==> src/rtl/product_accumulator.sv <==
// Batch accumulator: sums ACC_LEN 4-bit products, then holds the result until it is consumed.
// Define ACC_SATURATE_EN to saturate on overflow; the default build wraps modulo 2^ACC_W.
module product_accumulator #(
    parameter  int ACC_LEN = 4,
    parameter  int ACC_W   = 8,
    localparam int CNT_W   = $clog2(ACC_LEN + 1)
) (
    input  logic             CLK_0,
    input  logic             RSTN_0,
    input  logic [3:0]       P_0,
    input  logic             P_VALID_0,
    output logic             P_READY_0,
    input  logic             CLR_0,
    output logic [ACC_W-1:0] SUM_0,
    output logic             SUM_VALID_0,
    input  logic             SUM_READY_0,
    output logic             OVF_0,
    output logic [CNT_W-1:0] CNT_0
);

    typedef enum logic [1:0] {IDLE, ACCUM, DONE} state_t;

    localparam logic [CNT_W-1:0] LEN_C = CNT_W'(ACC_LEN);

    state_t             r_state, w_state_nxt;
    logic [ACC_W-1:0]   r_acc;
    logic [CNT_W-1:0]   r_cnt;
    logic               r_ovf;

    logic               w_accept;
    logic               w_clear;
    logic [CNT_W-1:0]   w_cnt_inc;
    logic               w_last;
    logic [ACC_W:0]     w_sum_ext;
    logic               w_ovf_add;
    logic [ACC_W-1:0]   w_acc_add;

    // CLR_0 suppresses acceptance so a product presented alongside it is dropped.
    assign w_accept  = P_VALID_0 & (r_state != DONE) & ~CLR_0;
    assign w_clear   = CLR_0 | ((r_state == DONE) & SUM_READY_0);
    assign w_cnt_inc = r_cnt + CNT_W'(1);
    assign w_last    = (w_cnt_inc == LEN_C);
    assign w_sum_ext = {1'b0, r_acc} + {{(ACC_W-3){1'b0}}, P_0};
    assign w_ovf_add = w_sum_ext[ACC_W];

`ifdef ACC_SATURATE_EN
    assign w_acc_add = w_ovf_add ? {ACC_W{1'b1}} : w_sum_ext[ACC_W-1:0];
`else
    assign w_acc_add = w_sum_ext[ACC_W-1:0];
`endif

    always_ff @(posedge CLK_0 or negedge RSTN_0) begin
        if (!RSTN_0) r_state <= IDLE;
        else         r_state <= w_state_nxt;
    end

    always_comb begin
        w_state_nxt = r_state;
        if (CLR_0) begin
            w_state_nxt = IDLE;
        end else begin
            case (r_state)
                IDLE, ACCUM: if (w_accept) w_state_nxt = w_last ? DONE : ACCUM;
                DONE:        if (SUM_READY_0) w_state_nxt = IDLE;
                default:     w_state_nxt = IDLE;
            endcase
        end
    end

    always_ff @(posedge CLK_0 or negedge RSTN_0) begin
        if (!RSTN_0) begin
            r_acc <= '0;
            r_cnt <= '0;
            r_ovf <= 1'b0;
        end else if (w_clear) begin
            r_acc <= '0;
            r_cnt <= '0;
            r_ovf <= 1'b0;
        end else if (w_accept) begin
            r_acc <= w_acc_add;
            r_cnt <= w_cnt_inc;
            r_ovf <= r_ovf | w_ovf_add;
        end
    end

    assign P_READY_0   = (r_state != DONE);
    assign SUM_VALID_0 = (r_state == DONE);
    assign SUM_0       = r_acc;
    assign OVF_0       = r_ovf;
    assign CNT_0       = r_cnt;

endmodule

==> config.mk <==
export PLATFORM = sky130hd
export DESIGN_NAME = product_accumulator
export DESIGN_NICKNAME = d
export VERILOG_FILES = /design/src/rtl/product_accumulator.sv
export SDC_FILE = /design/constraint.sdc
export NUM_CORES = 1
export LEC_CHECK = 0
export CAP_MARGIN = 20
export CORE_MARGIN = 8
export CORE_UTILIZATION = 35
export DETAILED_ROUTE_END_ITERATION = 6
export PLACE_DENSITY = 0.67
export SETUP_SLACK_MARGIN = 0.5
export SYNTH_ARGS = -nofsm -noshare
export SYNTH_HDL_FRONTEND = slang
export SYNTH_SLANG_ARGS = --single-unit
export TNS_END_PERCENT = 100
==> constraint.sdc <==
create_clock -name CLK_0 -period 2 [get_ports CLK_0]
set_input_delay 0.4 -clock CLK_0 [delete_from_list [all_inputs] [get_ports CLK_0]]
set_output_delay 0.4 -clock CLK_0 [all_outputs]
set_load 0.005 [all_outputs]
=== After elaboration in Yosys (flattened, before gate mapping) ===
Cells that the tools add are included.

* Flip-flop bits (word level): 14
* Bits of input ports: 9
* Output and inout port bits: 14
* Word-level logic and storage cells: 33

* Add/subtract/negate cells: 2
* Equality and inequality tests: 6
* Multiplexer cells: 11
* Bitwise gates (word level): 6
* Reductions and logical operators: 4

{| class="wikitable"
|+ Operators with widths
! cell !! count
|-
| two-way mux 8 bit || 2
|-
| adder 8 x 4 -> 9 bit || 1
|-
| two-way mux 2 bit || 4
|-
| two-way mux 3 bit || 2
|-
| case mux 2 bit (2 select lines) || 1
|-
| adder 3 x 1 -> 3 bit, second input constant || 1
|-
| AND 1 bit || 3
|-
| equality test 3 bit, second input constant || 1
|-
| inequality test 3 x 2 -> 1 bit, second input constant || 1
|-
| inequality test 3 bit, second input constant || 1
|-
| equality test 2 x 1 -> 1 bit, second input constant || 1
|-
| equality test 2 bit, second input constant || 1
|-
| zero test 2 bit || 1
|-
| two-way mux 1 bit || 2
|-
| inequality test 2 bit, second input constant || 1
|-
| bitwise OR 1 bit || 2
|-
| AND reduction 2 bit || 1
|-
| nonzero test 2 bit || 1
|-
| OR reduction 2 bit || 1
|-
| NOT 1 bit || 1
|}

=== Longest topological paths before layout ===
* Depth after elaboration: 6
* Gate-level depth with buffers: 6
* Depth with buffers taken out: 6

=== Least setup slack after synthesis ===
Ideal clock, no wire load.

* Path kind: input to register
* From: input port P_0[0]
* To: register r_acc[4] (netlist: SUM_0[4])
* Library setup time: 0.127 ns
* Arrival: 1.528 ns
* Required time: 1.873 ns
* Slack: 0.344 ns
* Cell stages on the path: 6
* Buffers on the path: 0
* Cell sequence: ha_1 > fa_1 > a21o_1 > a21oi_2 > or3_2 > a21oi_1

* Word-level cells in the longest chain between the ends: 3

{| class="wikitable"
|+ Ends and longest elaborated chain
! item !! line !! text
|-
| start: declaration || 10 || <nowiki>input logic [3:0] P_0,</nowiki>
|-
| adder 8 x 4 -> 9 bit || 43 || <nowiki>assign w_sum_ext = {1'b0, r_acc} + {{(ACC_W-3){1'b0}}, P_0};</nowiki>
|-
| two-way mux 8 bit || 79 || <nowiki>end else if (w_accept) begin</nowiki>
|-
| two-way mux 8 bit || 75 || <nowiki>end else if (w_clear) begin</nowiki>
|-
| end signal: assignment || 80 || <nowiki>r_acc <= w_acc_add;</nowiki>
|-
| end: declaration || 26 || <nowiki>logic [ACC_W-1:0] r_acc;</nowiki>
|}

Every way passes these cells. The select of a mux whose other input is x is not followed.
A chain may end at the register's enable or synchronous reset.

=== Final worst setup path ===
* From: register r_acc[0] (netlist: SUM_0[0])
* To: register r_ovf (netlist: OVF_0)

* Word-level cells in the longest chain between the ends: 4

{| class="wikitable"
|+ Ends and longest elaborated chain
! item !! line !! text
|-
| adder 8 x 4 -> 9 bit || 43 ||
|-
| bitwise OR 1 bit || 82 || <nowiki>r_ovf <= r_ovf | w_ovf_add;</nowiki>
|-
| two-way mux 1 bit || 79 ||
|-
| two-way mux 1 bit || 75 ||
|-
| end signal: assignment || 82 ||
|-
| end: declaration || 28 || <nowiki>logic r_ovf;</nowiki>
|}

Every way passes these cells. The select of a mux whose other input is x is not followed.

==> metrics list <==
* Final wirelength: 2.19 mm
* Total via count after detailed routing: 776
- Setup total negative slack on the finished layout was measured at 0 ps.
- Site row count: 17
- Grt total ovfl: 0
- The synthesized design contains 14 register bits.
- After clock tree synthesis, the clock-pin slew on the worst setup and hold paths is 80 ps.
* Routed length per instance: 14.3 um
- Element type at the critical path end: flip-flop
- Worst ir drop on vdd: 0.371 mV
- The number of antenna violations at the first check in global routing is 0.
- At the pin with the least slew margin, the transition time is 679 ps.
- Along the worst path, the maximum fanout reaches 5.
- Summed over all instances, the cell type with the most area after synthesis is sky130_fd_sc_hd__dfrtp_1.
- Residual DRC count: 0
* Die footprint: 4120 um2
- For this run, the register share of the synthesized area comes to 0.431.
- After synthesis, the cell types taking the most area are sky130_fd_sc_hd__dfrtp_1, sky130_fd_sc_hd__ha_1, sky130_fd_sc_hd__nand2_1.
* Hold/Removal Path Class: reg2reg
- Cell Count, Final, Fillers Out: 153
- The tool flagged a number of max-cap violations equal to 0.
- Commonest register cell after synthesis: sky130_fd_sc_hd__dfrtp_1
- Violation count after the first detailed-route iteration: 15
- Once detailed placement completed, the half-perimeter wirelength came to 1.52 mm.
- Leading cell type in the layout, fill and taps excluded: sky130_fd_sc_hd__buf_4
* Largest delay share family, worst path: simple AND/OR/NAND/NOR gates
- Post-synthesis to final-layout area growth: 61.2%
* Post-DP Area: 1130 um2
* Starting Density: 0.367
- The count of final max-slew check failures was 0.
- Each instance of the synthesized netlist takes up on average 10.0 um2.
* # nets final: 143
- The first global-routing pass estimated 3.59 mm of wire.
* GPL Wtd Cong: 0.761
- CTS built an H-tree with a depth of 1.
- The number of global-route vias before repair was 846.
- The Yosys step of the flow raised 0 warnings.
- No sink is reached through more buffers than the 2 on the longest clock path.
* Largest net degree at the start of global routing: 15
- Most frequent cells in the layout: sky130_fd_sc_hd__buf_4, sky130_fd_sc_hd__dlygate4sd2_1, sky130_fd_sc_hd__dfrtp_1
- By startpoint and endpoint, the worst setup path is classified as reg2reg.
- After detailed routing, the number of vias per cell comes to 5.07.
* Number of buffers inserted by port buffering: 22
- Share of final-layout standard cells stronger than drive strength 1: 0.336
- In this run the power density over the cells is 529 nW/um2.
- Walking the worst path, the cells encountered are ha_4 -> fa_2 -> a21o_1 -> a21oi_4 -> or3_2 -> o21ai_1.
* Normalized max-slew margin: 0.546
- Clk root buf: sky130_fd_sc_hd__clkbuf_4
* Number of placed I/O pins: 23
* Achievable Freq: 0.618 GHz
* Share of synthesized registers carrying an async set or reset: 1.00
* Placed cells: 136
- Final Setup Violations: 0
- Area inside the core boundary: 2210 um2
- In this run the vertical extent of the chip is 64.2 um.
* Final worst-path cycle share: 0.809
- The first detailed-routing pass took 4 iterations.
- Counting the fill cells in the layout gives 203.
- Counting every instance in the synthesized netlist gives 81.
- Post-synth top area share: 0.431
- Together, buffers and inverters on the worst path number 0.
- The repair_antennas step left the layout with diodes totalling 0.
* Area of all placed cells without fillers: 1310 um2
- TritonCTS built the clock tree.
* Post-Syn Nets: 97
* Arrival time of the worst setup path: 1840 ps
- The number of hold-slack violations in the final timing report is 0.
- In the final layout, the multi-input gates occupy 534 um2.
- Setup repair after global routing could not meet its margin everywhere.
* Leakage power: 0.656 nW
* Post-route clock skew: 2.17 ps
- Post-synth EDFFs: 0
* Count of different cell masters after synthesis: 31
- For this run, the total global-route usage over all layers was measured as 0.107.
* Routed Antenna Nets: 0
* Critical Path Slowest Stage Cell: sky130_fd_sc_hd__or3_2
- Maximum single-stage delay on the critical path: 450 ps
- STA classifies the critical path startpoint as a flip-flop.
- The sequential cells in the finished layout cover a total of 353 um2.
* Die width: 64.2 um
- In this run, CTS created clock tree buffers numbering 3.
* Run status: finished clean
- The synthesized netlist occupies a cell area of 812 um2.
* Final period demand of the worst path: 1620 ps
- Worst EP required: 2220 ps
- For this design, the sink count on the clock tree is 14.
- Clock latency reported for the late side of the worst-skew pair: 290 ps
==> tightest hold or removal path: cells and delay by family, from the launching register on <==
family	cells	cell delay, ps
and+or+nand+nor	1	50
AOI/OAI and AO/OA	1	70
DFF	1	350
==> final cells by class <==
cell class                      instances  area share
Tap cell                               28      0.0268
Multi-Input combinational cell         63       0.408
Inverter                                2     0.00574
Clock buffer                            3      0.0172
Sequential cell                        14       0.270
Timing Repair Buffer                   43       0.272
==> sequential cells by signal (all words and copies together), names as in the netlist <==
signal,flops
r_state,2
OVF_0,1
SUM_0,8
CNT_0,3
==> kinds of logic after synthesis <==
group | share of synthesized area
and+or+nand+nor | 0.168
muxes | 0.0123
AOI/OAI and AO/OA | 0.197
xor gates and xnor gates | 0.0539
buffers and inverters | 0.0200
adders and majority gates | 0.117
DFF | 0.431
==> Yosys cell counts (2+ instances only) <==
master / count
sky130_fd_sc_hd__a21oi_1: 7
sky130_fd_sc_hd__inv_1: 2
sky130_fd_sc_hd__nor2_1: 5
sky130_fd_sc_hd__or3_2: 2
sky130_fd_sc_hd__nand3_1: 4
sky130_fd_sc_hd__o31ai_1: 2
sky130_fd_sc_hd__ha_1: 6
sky130_fd_sc_hd__a21oi_2: 2
sky130_fd_sc_hd__dfrtp_1: 14
sky130_fd_sc_hd__nand2_1: 10
sky130_fd_sc_hd__a21o_1: 3
sky130_fd_sc_hd__nand2b_1: 2
sky130_fd_sc_hd__xor2_1: 3
sky130_fd_sc_hd__xnor2_1: 2
==> per-stage QoR <==
stage | setup WS (ps) | hold WS [ps] | utilization | total power [mW]
after floorplan | 402 | 104 | - | 0.399
after global placement | -96.3 | 479 | 0.509 | 0.479
after detailed placement | -144 | 490 | 0.509 | 0.481
after CTS | 336 | 504 | 0.573 | 0.675
after global routing | 337 | 531 | 0.592 | 0.722
final | 383 | 510 | 0.592 | 0.692
==> where the power goes <==
part / total (mW) / internal (mW) / switching (mW)
clock: 0.164 / 0.0701 / 0.0941
sequential: 0.311 / 0.298 / 0.0129
combinational: 0.216 / 0.118 / 0.0981
total: 0.692 / 0.487 / 0.205
==> per-layer routing <==
layer | vias up | GRT usage | share of wire
met1 | 373 | 0.108 | 0.41
met5 | - | 0 | 0
met4 | 0 | 0.0490 | 0.020
met3 | 5 | 0.0261 | 0.042
li1 | 385 | - | -
met2 | 13 | 0.201 | 0.53
==> final timing paths <==
path / startpoint / end / slack (ps) / cells after the start
worst max-delay path: SUM_0[0] / OVF_0 / 380 / 6
worst min-delay path: OVF_0 / OVF_0 / 510 / 2
worst max register to register: SUM_0[0] / OVF_0 / 380 / 6
worst min register to register: OVF_0 / OVF_0 / 510 / 2
max in group asynchronous: RSTN_0 / SUM_0[1] / 1010 / 1
min in group asynchronous: RSTN_0 / SUM_0[3] / 520 / 1
==> timing repair <==
item,in CTS,in global routing
gates resized for setup,30,7
pin swaps,13,8
endpoints found under the setup margin,22,8
cloned,0,0
hold buffers,0,0
buffers inserted,11,3
(Power assumes the default switching activity.)
